## src/rtl/systolic_operand_feeder.sv

```systemverilog
// Operand feeder / result sink for a 2x2 systolic array; optional DRAIN watchdog under SYSTOLIC_FEEDER_TIMEOUT_EN.
// Latency: arr_in_valid rises the cycle after the 8th accepted element; r_valid the cycle after arr_out_valid in DRAIN.
// Backpressure: s_ready only in LOAD; the result is held indefinitely while r_ready is low.
module systolic_operand_feeder #(
  parameter int DATA_WIDTH  = 4,
  parameter int ACC_WIDTH   = 9,
  parameter int FEED_CYCLES = 4,
  parameter int DRAIN_TMO   = 16
) (
  input  logic                   clk,
  input  logic                   rst,
  input  logic                   s_valid,
  output logic                   s_ready,
  input  logic [DATA_WIDTH-1:0]  s_data,
  output logic                   arr_in_valid,
  output logic [DATA_WIDTH-1:0]  arr_a00,
  output logic [DATA_WIDTH-1:0]  arr_a01,
  output logic [DATA_WIDTH-1:0]  arr_a10,
  output logic [DATA_WIDTH-1:0]  arr_a11,
  output logic [DATA_WIDTH-1:0]  arr_b00,
  output logic [DATA_WIDTH-1:0]  arr_b01,
  output logic [DATA_WIDTH-1:0]  arr_b10,
  output logic [DATA_WIDTH-1:0]  arr_b11,
  input  logic                   arr_out_valid,
  input  logic [ACC_WIDTH-1:0]   arr_c00,
  input  logic [ACC_WIDTH-1:0]   arr_c01,
  input  logic [ACC_WIDTH-1:0]   arr_c10,
  input  logic [ACC_WIDTH-1:0]   arr_c11,
  output logic                   r_valid,
  input  logic                   r_ready,
  output logic [4*ACC_WIDTH-1:0] r_data,
  output logic                   busy,
  output logic                   timeout_err
);

  localparam int FW = (FEED_CYCLES > 1) ? $clog2(FEED_CYCLES + 1) : 1;

  if (FEED_CYCLES < 1 || DRAIN_TMO < 1) begin : g_bad_cfg
    $error("systolic_operand_feeder: FEED_CYCLES and DRAIN_TMO must be >= 1");
  end

  typedef enum logic [1:0] {
    LOAD   = 2'd0,
    FEED   = 2'd1,
    DRAIN  = 2'd2,
    RESULT = 2'd3
  } state_t;

  state_t                 state_q, state_d;
  logic [2:0]             cnt_q;
  logic [DATA_WIDTH-1:0]  op_q [8];
  logic [FW-1:0]          feed_cnt_q;
  logic [4*ACC_WIDTH-1:0] r_data_q;
  logic                   accept;
  logic                   feed_done;
  logic                   capture;
  logic                   tmo_hit;

  assign accept    = s_valid && s_ready;
  assign feed_done = (feed_cnt_q == FW'(FEED_CYCLES - 1));
  assign capture   = (state_q == DRAIN) && arr_out_valid;

`ifdef SYSTOLIC_FEEDER_TIMEOUT_EN
  localparam int TW = $clog2(DRAIN_TMO + 1);

  logic [TW-1:0] tmo_cnt_q;
  logic          timeout_err_q;

  // A result arriving in the last allowed DRAIN cycle takes priority over the abort.
  assign tmo_hit = (state_q == DRAIN) && !arr_out_valid && (tmo_cnt_q == TW'(DRAIN_TMO - 1));

  always_ff @(posedge clk or posedge rst) begin
    if (rst) begin
      tmo_cnt_q     <= '0;
      timeout_err_q <= 1'b0;
    end else begin
      tmo_cnt_q <= (state_q == DRAIN) ? tmo_cnt_q + 1'b1 : '0;
      if (tmo_hit)
        timeout_err_q <= 1'b1;
      else if (accept)
        timeout_err_q <= 1'b0;
    end
  end

  assign timeout_err = timeout_err_q;
`else
  assign tmo_hit     = 1'b0;
  assign timeout_err = 1'b0;
`endif

  always_ff @(posedge clk or posedge rst) begin
    if (rst)
      state_q <= LOAD;
    else
      state_q <= state_d;
  end

  always_comb begin
    state_d = state_q;
    case (state_q)
      LOAD:    if (accept && cnt_q == 3'd7) state_d = FEED;
      FEED:    if (feed_done)               state_d = DRAIN;
      DRAIN: begin
        if (arr_out_valid)
          state_d = RESULT;
        else if (tmo_hit)
          state_d = LOAD;
      end
      RESULT:  if (r_ready)                 state_d = LOAD;
      default:                              state_d = LOAD;
    endcase
  end

  // The 3-bit element count wraps to 0 on the 8th accept, ready for the next job.
  always_ff @(posedge clk or posedge rst) begin
    if (rst) begin
      cnt_q      <= '0;
      feed_cnt_q <= '0;
      r_data_q   <= '0;
      for (int i = 0; i < 8; i++) op_q[i] <= '0;
    end else begin
      if (accept) begin
        op_q[cnt_q] <= s_data;
        cnt_q       <= cnt_q + 3'd1;
      end
      feed_cnt_q <= (state_q == FEED && !feed_done) ? feed_cnt_q + 1'b1 : '0;
      if (capture)
        r_data_q <= {arr_c11, arr_c10, arr_c01, arr_c00};
    end
  end

  logic a_en, b_en;
  assign a_en = (state_q == FEED);
  assign b_en = (state_q == FEED) || (state_q == DRAIN);

  // Gate with rst so every output reads 0 while reset is held.
  assign s_ready      = (state_q == LOAD) && !rst;
  assign arr_in_valid = b_en;
  assign arr_a00      = a_en ? op_q[0] : '0;
  assign arr_a01      = a_en ? op_q[1] : '0;
  assign arr_a10      = a_en ? op_q[2] : '0;
  assign arr_a11      = a_en ? op_q[3] : '0;
  assign arr_b00      = b_en ? op_q[4] : '0;
  assign arr_b01      = b_en ? op_q[5] : '0;
  assign arr_b10      = b_en ? op_q[6] : '0;
  assign arr_b11      = b_en ? op_q[7] : '0;
  assign r_valid      = (state_q == RESULT);
  assign r_data       = r_data_q;
  assign busy         = !((state_q == LOAD) && (cnt_q == 3'd0));

endmodule

```

## config.mk

```make
export PLATFORM = sky130hd
export DESIGN_NAME = systolic_operand_feeder
export DESIGN_NICKNAME = d
export VERILOG_FILES = /design/src/rtl/systolic_operand_feeder.sv
export SDC_FILE = /design/constraint.sdc
export NUM_CORES = 1
export LEC_CHECK = 0
export CELL_PAD_IN_SITES_DETAIL_PLACEMENT = 0
export CELL_PAD_IN_SITES_GLOBAL_PLACEMENT = 2
export CORE_MARGIN = 2
export CORE_UTILIZATION = 26
export CTS_CLUSTER_DIAMETER = 40
export DETAILED_ROUTE_END_ITERATION = 8
export GPL_ROUTABILITY_DRIVEN = 0
export PLACE_DENSITY = 0.8
export SLEW_MARGIN = 20
export SYNTH_ARGS = -nofsm -noshare
export SYNTH_HDL_FRONTEND = slang
export SYNTH_SLANG_ARGS = --single-unit
```

## constraint.sdc

```tcl
create_clock -name clk -period 2.6 [get_ports clk]
set_input_delay 0.52 -clock clk [delete_from_list [all_inputs] [get_ports clk]]
set_output_delay 0.52 -clock clk [all_outputs]
set_load 0.01 [all_outputs]
```

==> Word level (Yosys, flattened, before mapping) <==
Cells that the tools add are included.
{ "op_classes": {"n_reduce_logical": 14, "eq_ne": 9, "n_mux": 17, "addsub": 2, "order_cmp": 2, "bitwise": 1} }
{ "op_table": {"columns": ["operator", "count"], "rows": [
  ["$mux W4", 9],
  ["$bwmux W32", 1],
  ["$demux W4 S3", 1],
  ["$mux W2", 4],
  ["$pmux W2 S4", 1],
  ["$logic_and A1 B1 Y1", 7],
  ["$add A3 B1 Y3 const B", 2],
  ["$ne A2 B2 Y1 const B", 3],
  ["$eq A2 B2 Y1 const B", 2],
  ["$ge A4 B4 Y1 const B", 1],
  ["$lt A4 B1 Y1 const B", 1],
  ["$not A3 Y4", 1],
  ["$reduce_and A4 Y1", 1],
  ["$eq A3 B2 Y1 const B", 1],
  ["$eq A3 B3 Y1 const B", 1],
  ["$logic_not A1 Y1", 3],
  ["$logic_not A3 Y1", 1],
  ["$mux W3", 1],
  ["$eq A2 B1 Y1 const B", 1],
  ["$logic_not A2 Y1", 1],
  ["$ne A2 B1 Y1 const B", 1],
  ["$logic_or A1 B1 Y1", 1]
]} }
{ "totals": {"input_bits": 45, "elab_cells": 57, "ff_bits": 76, "out_inout_bits": 73} }

==> Depth between registers and ports, before layout <==
{ "depth": {"ltp_word": 6, "ltp_mapped": 6, "mapped_depth_nobuf": 5} }

==> Worst setup path before layout <==
Ideal clock, no wire load.
{ "synth_path": {"kind": "register to register", "start": "register state_q[0]", "end": "register op_q[20] in the netlist's numbering", "setup_slack_ps": 781, "n_path_buf": 1, "path_stages_with_launch": 7, "period_less_slack_ps": 1819, "setup_ps": 125, "arrival_time_ps": 1694, "path_cell_list": "dfrtp_1 > inv_1 > ha_1 > nand3b_4 > or4_1 > buf_2 > mux2_4"} }
{ "synth_between": {"elab_chain_len": 3} }
{ "synth_rtl": {"columns": ["item", "line", "rtl"], "rows": [
  ["start: declaration", "49", "state_t state_q, state_d;"],
  ["start signal: assignment", "95", "state_q <= state_d;"],
  ["$logic_not A2 Y1", "137", "assign s_ready = (state_q == LOAD) && !rst;"],
  ["$logic_and A1 B1 Y1", "137", null],
  ["$logic_and A1 B1 Y1", "59", "assign accept = s_valid && s_ready;"],
  ["end signal: indexed assignment", "123", "op_q[cnt_q] <= s_data;"],
  ["end: declaration", "51", "logic [DATA_WIDTH-1:0] op_q [8];"]
]} }
Every way passes these cells.
A chain may end at the register's enable or synchronous reset.

==> Worst setup path after layout <==
{ "layout_path": {"start": "register state_q[1]", "end": "output port arr_a11[1]"} }
{ "layout_between": {"elab_chain_len": 2} }
{ "layout_rtl": {"columns": ["item", "line", "rtl"], "rows": [
  ["$eq A2 B1 Y1", "133", "assign a_en = (state_q == FEED);"],
  ["$mux W4", "142", "assign arr_a11 = a_en ? op_q[3] : '0;"],
  ["end: declaration", "19", "output logic [DATA_WIDTH-1:0] arr_a11,"]
]} }
Every way passes these cells.

==> flow_metrics.tcl <==
set metrics [dict create \
    dp_hpwl_um 5504 \
    grt_max_degree 40 \
    critPathMaxStageDelay_ps 530 \
    dr.pass1.iters 4 \
    grt_overflow 0 \
    maxSlewViolCount 0 \
    fillerInstances 1208 \
    post-route-drc-count 0 \
    ys_seq_elements 76 \
    p_int_mw 4.430 \
    finalCritPeriodShare_pct 94.14 \
    max_freq_ghz 0.4086 \
    core.rowCount 41 \
    syn-mean-instance-area_um2 14.42 \
    worstSetupPathType "reg2out" \
    ant_nets 0 \
    numCtsBuffers 9 \
    area_growth_pct 53.36 \
    crit_arrival_ps 1930 \
    cts_setup_buffers 0 \
    skew_ps 5.944 \
    synth_top_area_cell "dfrtp_1" \
    start_util_pct 26.49 \
    hp-class "reg2reg" \
    startpoint_type "flop" \
    end_kind "output port" \
    final_area_um2 5085 \
    relSlewSlack_pct 66.21 \
    syn_area_um2 3316 \
    placed_area_um2 4703 \
    hold_viol_final 0 \
    layout.nets 408 \
    die_h_um 116.9 \
    clk_path_buf_depth 2 \
    die_w_um 116.9 \
    cp.required_ps 2080 \
    power_frac_comb_pct 41.5 \
    outcome "finished, final reports clean" \
    syn-num-nets 284 \
    critPathBufInv 2 \
    worstPathCellList "inv_1 -> ha_2 -> and2_1 -> clkdlybuf4s50_1" \
    routed_via_density 4.158 \
    synth.distinct_cells 27 \
    diodes 0 \
    p_leak_nw 2.221 \
    grt_pass1_vias 2247 \
    root_buffer "clkbuf_16" \
    powerDensity_nw_per_um2 1209 \
    syn_inst 230 \
    cts_resized 2 \
    synthTopCellsByArea "dfrtp_1, mux2_2, and2_1, mux2_4, ha_1" \
    drive_gt1_share_pct 27.30 \
    cts_tree "done" \
    core_um2 12520 \
    grt_use_total_pct 11.11 \
    clockPowerShare_pct 24.8 \
    drv_cap 0 \
    wl_um 7516 \
    worstMarginPinSlew_ps 506.8 \
    htree_levels 3 \
    switchingPower_mw 1.720 \
    path_clk_slew_ps 60 \
    finalSetupViolCount 0 \
    wl_per_cell_um 14.15 \
    grt_pass1_wl_um 11540 \
    dieArea_um2 13670 \
    cp_top_family "buffers and inverters" \
    cp_slowest_cell "clkdlybuf4s50_1" \
    vias 2208 \
    clk_latency_ps 330 \
    io_buffers 116 \
    path_max_fanout 18 \
    cts.sinks 76 \
    fin_crit_ps 2448 \
    final.setup.tns_ps 0 \
    antenna_found_initial 0 \
    pin_count 118 \
    ir_worst_vdd_v 0.0004551 \
    synthDominantCellAreaShare_pct 57.36 \
    p_sw_share_pct 27.97 \
    ctsHoldBuffers 0 \
    rsz0062_at_grt "no" \
    seqPwrFrac_pct 33.6 \
    drt-initial-drc-count 38 \
    yosysWarnings 0 \
    yosysSeqAreaShare_pct 57.36 \
]
==> cell type report <==
type                    instances  area (µm²)  share of cell area (%)
multi-input cells             139        1359                   26.72
repair buffers                122        1219                   23.97
inverters                       6       23.77                  0.4675
clock inverters                 4       120.1                   2.362
flip-flops and latches         76        1902                   37.40
clock buffers                  12       246.5                   4.847
well taps                     172       215.2                   4.232
==> state kept, by name, summed over array words and instances, names as in the netlist <==
signal and flops:
feed_cnt_q 3, op_q 32, r_data 36, state_q 2, cnt_q 3
==> per-layer routing <==
layer / global-route usage, % / wire [µm] / part of all wire (%) / vias up
li1: - / - / - / 1034
met3: 2.832 / 321 / 4.3 / 7
met1: 14.57 / 3311 / 44 / 1117
met5: 0 / 0 / 0 / -
met2: 17.50 / 3758 / 50 / 50
met4: 4.706 / 124 / 1.6 / 0
==> layout by cell type (no fill, tap or decap), drive strengths merged, types with 3 or more instances in the layout <==
cell type and instances:
inv 5, or4 3, buf 6, nor2 3, nor2b 4, clkdlybuf4s50 116
nand3b 3, clkbuf 12, bufinv 4, ha 9, nor3 3, and2 33
dfrtp 76, mux2 71
==> cell families (layout without fill, tap and decap cells) <==
family                     Yosys count  after routing  share of synthesized area (%)
DFF                                 76             76                          57.36
muxes                               71             71                          25.47
and+or+nand+nor                     55             55                          10.68
buffers and inverters               15            144                          2.113
adders and majority gates            9              9                          3.396
AOI/OAI and AO/OA                    2              2                         0.6038
other                                1              1                         0.1131
xor gates and xnor gates             1              1                         0.2642
==> power groups by stage <==
stage / clock (mW) / combinational, mW / sequential, mW
after CTS: 1.57 / 2.57 / 2.08
after global routing: 1.62 / 2.76 / 2.14
final: 1.53 / 2.55 / 2.07
after detailed placement: 0 / 2.54 / 2.10
after global placement: 0 / 2.52 / 2.06
after floorplan: 0 / 1.17 / 2.16
==> path summary, 6_finish.rpt <==
| path | startpoint | endpoint | slack (ps) | depth (start not counted) |
|---|---|---|---|---|
| worst min-delay path | feed_cnt_q[0] | feed_cnt_q[0] | 440 | 1 |
| worst max register to register | cnt_q[0] | state_q[1] | 600 | 5 |
| worst min register to register | feed_cnt_q[0] | feed_cnt_q[0] | 440 | 1 |
| worst max-delay path | state_q[1] | arr_a11[1] | 150 | 4 |
| max in group asynchronous | rst | r_data[18] | 1480 | 3 |
| min in group asynchronous | rst | cnt_q[2] | 760 | 3 |
==> worst reg2reg max path, stage by stage, from the launching register on <==
cell,delay [ps]
dfrtp_1,510
ha_1,220
ha_1,140
nand3b_1,80
a2111oi_1,540
mux2_2,390
==> synthesized netlist by cell type, drive strengths merged <==
cell	n
nand2	2
nand2b	1
nor2	3
dfrtp	76
inv	6
or4	3
o21ba	1
nor2b	4
a2111oi	1
buf	4
mux2	71
nor3	3
clkbuf	5
nand3b	3
nor4	1
xnor2	1
ha	9
or3	1
and2	33
nand4b	1
conb	1
==> through the flow <==
step	cells	hold WS (ps)	setup WS, ps	util (%)	power, mW
floorplan	230	408.7	141.7	-	3.329
global placement	515	420.1	295.6	37.57	4.584
detailed placement	515	437.9	279.7	37.57	4.639
CTS	531	445.2	23.84	40.54	6.213
global route	531	464.0	25.55	40.62	6.531
finish	531	438.1	152.4	40.62	6.150
(Power assumes the default switching activity.)
